===== src/rtl/regf_mem_arb.sv =====
// regf_mem_arb: round-robin arbiter and sequencer in front of a register
// file's mem_* port. NUM_REQ requesters share one bus and only one access
// is in flight at a time. The block also issues a one-cycle soft-reset
// pulse into the regf, but only once no access is in flight.
//
// Ports:
//   main_clk_i, main_rst_i       clock, async active-high reset
//   req_i/addr_i/wena_i/wdata_i  per-requester request (slice k = [k*W +: W])
//   ack_o/rdata_o/err_o          one-hot completion pulse + response data
//   mem_ena_o/mem_addr_o/
//   mem_wena_o/mem_wdata_o       to regf mem port
//   mem_rdata_i/mem_err_i        from regf, valid 1 cycle after mem_ena_o
//   soft_rst_req_i, soft_rst_o   soft-reset request in, pulse out to regf
//   busy_o                       FSM not in IDLE
module regf_mem_arb #(
  parameter int NUM_REQ = 2,
  parameter int AW      = 13,
  parameter int DW      = 32
) (
  input  logic                  main_clk_i,
  input  logic                  main_rst_i,
  input  logic [NUM_REQ-1:0]    req_i,
  input  logic [NUM_REQ*AW-1:0] addr_i,
  input  logic [NUM_REQ-1:0]    wena_i,
  input  logic [NUM_REQ*DW-1:0] wdata_i,
  output logic [NUM_REQ-1:0]    ack_o,
  output logic [DW-1:0]         rdata_o,
  output logic                  err_o,
  output logic                  mem_ena_o,
  output logic [AW-1:0]         mem_addr_o,
  output logic                  mem_wena_o,
  output logic [DW-1:0]         mem_wdata_o,
  input  logic [DW-1:0]         mem_rdata_i,
  input  logic                  mem_err_i,
  input  logic                  soft_rst_req_i,
  output logic                  soft_rst_o,
  output logic                  busy_o
);

  localparam int SW = $clog2(NUM_REQ);

  typedef enum logic [2:0] {IDLE, ISSUE, WAIT, RESP, SRST} state_t;

  state_t             state, state_nx;
  logic [SW-1:0]      rr_last, sel, win;
  logic [SW:0]        rr_sum;
  logic [NUM_REQ-1:0] mask;
  logic               win_vld, grant, soft_pend;

  // Requesters eligible this cycle. In RESP the just-acked requester is
  // masked out so a held req_i cannot win twice in a row.
  always_comb begin
    mask = req_i;
    if (state == RESP) mask[sel] = 1'b0;
  end

  // Search rr_last+1, rr_last+2, ... modulo NUM_REQ; first set bit wins.
  // One extra sum bit keeps the wrap correct for non-power-of-2 NUM_REQ.
  always_comb begin
    win     = '0;
    win_vld = 1'b0;
    rr_sum  = '0;
    for (int i = 1; i <= NUM_REQ; i++) begin
      rr_sum = {1'b0, rr_last} + (SW+1)'(i);
      if (rr_sum >= (SW+1)'(NUM_REQ)) rr_sum = rr_sum - (SW+1)'(NUM_REQ);
      if (!win_vld && mask[rr_sum[SW-1:0]]) begin
        win_vld = 1'b1;
        win     = rr_sum[SW-1:0];
      end
    end
  end

  // Next state. A pending soft reset is taken only from IDLE/RESP, so an
  // access already issued always completes and acks first.
  always_comb begin
    state_nx = state;
    grant    = 1'b0;
    case (state)
      IDLE: begin
        if (soft_pend) state_nx = SRST;
        else if (win_vld) begin
          grant    = 1'b1;
          state_nx = ISSUE;
        end
      end
      ISSUE: state_nx = WAIT;
      WAIT:  state_nx = RESP;
      RESP: begin
        if (soft_pend) state_nx = SRST;
        else if (win_vld) begin
          grant    = 1'b1;
          state_nx = ISSUE;
        end else state_nx = IDLE;
      end
      SRST:    state_nx = IDLE;
      default: state_nx = IDLE;
    endcase
  end

  always_ff @(posedge main_clk_i or posedge main_rst_i) begin
    if (main_rst_i) state <= IDLE;
    else            state <= state_nx;
  end

  // Registered outputs. mem_* request fields load only on a grant so they
  // hold between accesses; rdata/err load only in WAIT.
  always_ff @(posedge main_clk_i or posedge main_rst_i) begin
    if (main_rst_i) begin
      rr_last     <= SW'(NUM_REQ-1);
      sel         <= '0;
      soft_pend   <= 1'b0;
      ack_o       <= '0;
      rdata_o     <= '0;
      err_o       <= 1'b0;
      mem_ena_o   <= 1'b0;
      mem_addr_o  <= '0;
      mem_wena_o  <= 1'b0;
      mem_wdata_o <= '0;
      soft_rst_o  <= 1'b0;
      busy_o      <= 1'b0;
    end else begin
      // a request arriving in the SRST cycle wins over the clear (re-arm)
      soft_pend  <= soft_rst_req_i | (soft_pend & (state != SRST));
      busy_o     <= (state_nx != IDLE);
      soft_rst_o <= (state_nx == SRST);
      mem_ena_o  <= grant;
      ack_o      <= '0;
      if (grant) begin
        sel         <= win;
        rr_last     <= win;
        mem_addr_o  <= addr_i[win*AW +: AW];
        mem_wena_o  <= wena_i[win];
        mem_wdata_o <= wena_i[win] ? wdata_i[win*DW +: DW] : '0;
      end
      if (state == WAIT) begin
        rdata_o    <= mem_rdata_i;
        err_o      <= mem_err_i;
        ack_o[sel] <= 1'b1;
      end
    end
  end

endmodule


===== config.mk =====
export PLATFORM = sky130hd
export DESIGN_NAME = regf_mem_arb
export DESIGN_NICKNAME = d
export VERILOG_FILES = /design/src/rtl/regf_mem_arb.sv
export SDC_FILE = /design/constraint.sdc
export NUM_CORES = 1
export LEC_CHECK = 0
export CAP_MARGIN = 20
export CORE_ASPECT_RATIO = 1.75
export CORE_UTILIZATION = 36
export CTS_CLUSTER_DIAMETER = 120
export DETAILED_ROUTE_END_ITERATION = 8
export PLACE_DENSITY = 0.85
export SLEW_MARGIN = 5
export SYNTH_ARGS = -nofsm -noshare
export SYNTH_HDL_FRONTEND = slang
export SYNTH_SLANG_ARGS = --single-unit

===== constraint.sdc =====
create_clock -name main_clk_i -period 2.95 [get_ports main_clk_i]
set_input_delay 0.59 -clock main_clk_i [delete_from_list [all_inputs] [get_ports main_clk_i]]
set_output_delay 0.59 -clock main_clk_i [all_outputs]
set_load 0.05 [all_outputs]

==> results.md <==
- Result of the run: finished, violations left
- Violated checks: design-rule violations
- Time the worst path needs with I/O delays and setup: 2250 ps
- Startpoint of the worst hold path: mem_wdata_o[26]$_DFFE_PP0P_
- Worst setup path category: primary input to flip-flop
- RePlAce Congestion: 0.788
- Clock-pin slew reported for the worst setup and hold paths after clock tree synthesis: 70 ps
- Flip-flop and latch count after synthesis: 90
- Share of total power in combinational logic: 0.572
- Post-Syn Nets: 465
- Netlist Area Pre-Place: 4220 µm²
- Number of max-cap violations: 0
- Number of cells on the worst reg-to-reg path: 5
- Clock tree from TritonCTS: yes
- Sequential fraction of design power: 0.284
- FILL cells: 942
- Placeable core region: 11500 µm²
- Highest attainable clock frequency: 445 MHz
- Global routing usage on met3: 0.0336
- Post-Place Cell Area: 6490 µm²
- HPWL Detailed: 8840 µm
- Number of remaining DRC errors: 24
- Num rows: 52
- Height of the die: 145 µm
- Post-synthesis average cell area: 12.6 µm²
- Critical Path Sink: mem_addr_o[11]$_DFFE_PP0P_
- Type of origin of the critical path: primary input
- # port buffers: 213
- TritonRoute pass-1 iters: 9
- Resized Gates After CTS: 0
- Setup ws final: 703 ps
- Max-slew violations: 0
- Async S/R FF share, synth: 1.00
- Clock root cell: sky130_fd_sc_hd__clkbuf_16
- Total area of multi-input combinational cells: 1820 µm²
- Die Footprint: 12200 µm²
- R2r endpoint: mem_addr_o[11]$_DFFE_PP0P_
- Clock Sink Count: 90
- Post-synth EDFFs: 0
- Global Route met1 Usage: 0.197
- Pin count of the biggest net entering global routing: 56
- Critical path endpoint category: flip-flop
- FF/Latch Area: 2250 µm²
- Worst max-slew margin expressed relative to the limit: 0.530
- Net switching component of the power: 0.00344 W
- Violation count after the first detailed-routing iteration: 108
- Hold/Removal Path Class: flip-flop to flip-flop
- Cells taking the most area after synthesis: sky130_fd_sc_hd__dfrtp_1 53%, sky130_fd_sc_hd__mux2_2 25%, sky130_fd_sc_hd__mux2i_1 8.1%, sky130_fd_sc_hd__nand2_1 5.9%, sky130_fd_sc_hd__buf_6 1.1%
- Least-Margin Pin Slew: 702 ps
- Start point of the critical path: req_i[0]
- Dpl ws: 361 ps
- Critical path required time: 3160 ps
- Data arrival time of the critical path: 2460 ps
- Origin of the critical flop-to-flop path: state[2]$_DFF_PP0_
- Setup fix buffers added after clock tree synthesis: 0
- Maximum count of clock buffers along a single path: 2
- Post-route standard cell area excluding fillers: 6780 µm²
- Final setup skew: 10.1 ps
- Proportion of layout cells with a drive suffix above 1: 0.222
- Mean number of vias per cell: 4.94
- Number of hold-repair buffers added at the cts stage: 0
- Net Sw Frac: 0.456
- Top-count cell post-synth: sky130_fd_sc_hd__mux2_2
- R2r setup slk: 750 ps
- Number of warnings issued by yosys: 0
- Cell count after synthesis: 335
- Fraction of met2 tracks used by global routing: 0.379
- Maximum fanout encountered on the critical timing path: 41
- Average detailed-routed wire length per instance: 16.9 µm
- Fraction of power consumed by the clock network: 0.144
- Global router's overall resource usage: 0.196
- Initial antenna violation count: 1
- VDD IR max: 0.811 mV
- Total power per unit cell area: 1110 nW/µm²
- Setup repair after global routing missed its margin: no
- Number of distinct standard cells referenced by the synthesized netlist: 25
- Leading register cell type out of synthesis: sky130_fd_sc_hd__dfrtp_1
- Fraction of post-synthesis cell area in the top cell type by area: 0.528
- Final antenna-violating net count: 0
- GRT busiest layer: met2
- Global route overflow: 0
- Vias in the first global route: 3827
- Clk_lat worst skew: 330 ps
- Synth cell count leaders: 93 x sky130_fd_sc_hd__mux2_2, 89 x sky130_fd_sc_hd__dfrtp_1, 66 x sky130_fd_sc_hd__nand2_1
- Total Negative Setup Slacks: 0 ps
- Die Span X: 83.8 µm
- H-tree lvl count: 3
- Static power due to leakage: 3.01 nW
- Global-route wire length before repair: 18800 µm
- Post-synthesis to final-layout area growth: 60.7%
- Effective utilization at floorplan: 0.366
- Share of the cycle needed by the critical path after routing: 0.762
- Number of buffers created by CTS: 9
- I/O pin count: 214
- Total of endpoints with negative setup slack in the final report: 0
- Pint: 0.00410 W
- Most area-hungry cell type in the Yosys netlist: sky130_fd_sc_hd__dfrtp_1
- Final net count: 674
- Number of hold violations in the final report: 0
- Wirelength, routed: 11600 µm
- Post-synthesis sequential area ratio: 0.534
- Total vias in the final route: 3382
## power by group through the flow
stage / sequential (W) / combinational, W / clock (W)
6_report: 0.00214 / 0.00431 / 0.00109
5_1_grt: 0.00221 / 0.00447 / 0.00119
4_1_cts: 0.00214 / 0.00435 / 0.00113
3_5_place_dp: 0.00216 / 0.00434 / 0
3_3_place_gp: 0.00211 / 0.00426 / 0
2_1_floorplan: 0.00390 / 0.00107 / 0
## layer usage
metal / vias up / routed length [µm]
met5: - / 0
met4: 0 / 424
met3: 25 / 468
met2: 119 / 6730
met1: 1681 / 3950
li1: 1557 / -
## worst max-delay path, stage by stage
cell	delay, ps
sky130_fd_sc_hd__clkdlybuf4s50_1	470
sky130_fd_sc_hd__inv_1	90
sky130_fd_sc_hd__o311ai_4	330
sky130_fd_sc_hd__buf_12	310
sky130_fd_sc_hd__mux2_2	380
sky130_fd_sc_hd__mux2_2	260
## sequential cells by signal, indices dropped and copies added, names as in the netlist
name	flops
soft_rst_o	1
ack_o	2
mem_wdata_o	32
sel	1
soft_pend	1
rdata_o	32
rr_last	1
err_o	1
mem_addr_o	13
state	3
mem_ena_o	1
mem_wena_o	1
busy_o	1
## metrics by stage
step | total power, W | utilization | hold slack, ps | cells
2_1_floorplan | 0.00498 | - | 516 | 335
3_3_place_gp | 0.00637 | 0.564 | 488 | 668
3_5_place_dp | 0.00650 | 0.564 | 495 | 668
4_1_cts | 0.00762 | 0.589 | 508 | 684
5_1_grt | 0.00787 | 0.589 | 518 | 685
6_report | 0.00754 | 0.589 | 506 | 685
## layout make-up
cell class	instances	share of cell area
Antenna cell	1	0.000369
Clock inverter	6	0.00683
Inverter	5	0.00295
Multi-Input combinational cell	217	0.269
Tap cell	135	0.0249
Clock buffer	10	0.0352
Timing Repair Buffer	221	0.329
Sequential cell	90	0.332
## kinds of logic (layout without fill, tap and decap cells)
family          after synthesis  in the layout  synth area share
simple gates                 83             83            0.0836
mux                         127            127             0.329
other cells                   0              1                 0
xor+xnor                      1              1           0.00208
flops                        90             90             0.534
compound gates                6              6            0.0148
buf+inv                      28            242            0.0368
## layout by cell type, fill, tap and decap left out, types with 2 or more instances in the layout
cell / netlist / final
sky130_fd_sc_hd__clkdlybuf4s50_1: 0 / 213
sky130_fd_sc_hd__mux2_2: 93 / 93
sky130_fd_sc_hd__dfrtp_1: 89 / 89
sky130_fd_sc_hd__nand2_1: 66 / 66
sky130_fd_sc_hd__mux2i_1: 34 / 34
sky130_fd_sc_hd__clkbuf_16: 0 / 9
sky130_fd_sc_hd__nor2_1: 5 / 5
sky130_fd_sc_hd__buf_4: 3 / 5
sky130_fd_sc_hd__inv_1: 5 / 4
sky130_fd_sc_hd__and2_1: 4 / 4
sky130_fd_sc_hd__inv_6: 0 / 3
sky130_fd_sc_hd__buf_12: 0 / 3
sky130_fd_sc_hd__a211oi_1: 2 / 2
sky130_fd_sc_hd__clkinv_2: 0 / 2
sky130_fd_sc_hd__clkinvlp_4: 0 / 2
## worst min path at each step
stage | endpoint | slack [ps] | depth (start not counted)
floorplan | rr_last$_DFFE_PP1P_ | 520 | 2
global placement | mem_wdata_o[31]$_DFFE_PP0P_ | 490 | 1
global route | mem_wdata_o[1]$_DFFE_PP0P_ | 520 | 1
CTS | mem_wdata_o[26]$_DFFE_PP0P_ | 510 | 1
detailed placement | mem_wdata_o[26]$_DFFE_PP0P_ | 490 | 1
finish | mem_wdata_o[26]$_DFFE_PP0P_ | 510 | 1
No activity file was read; power rests on OpenSTA's default activity.
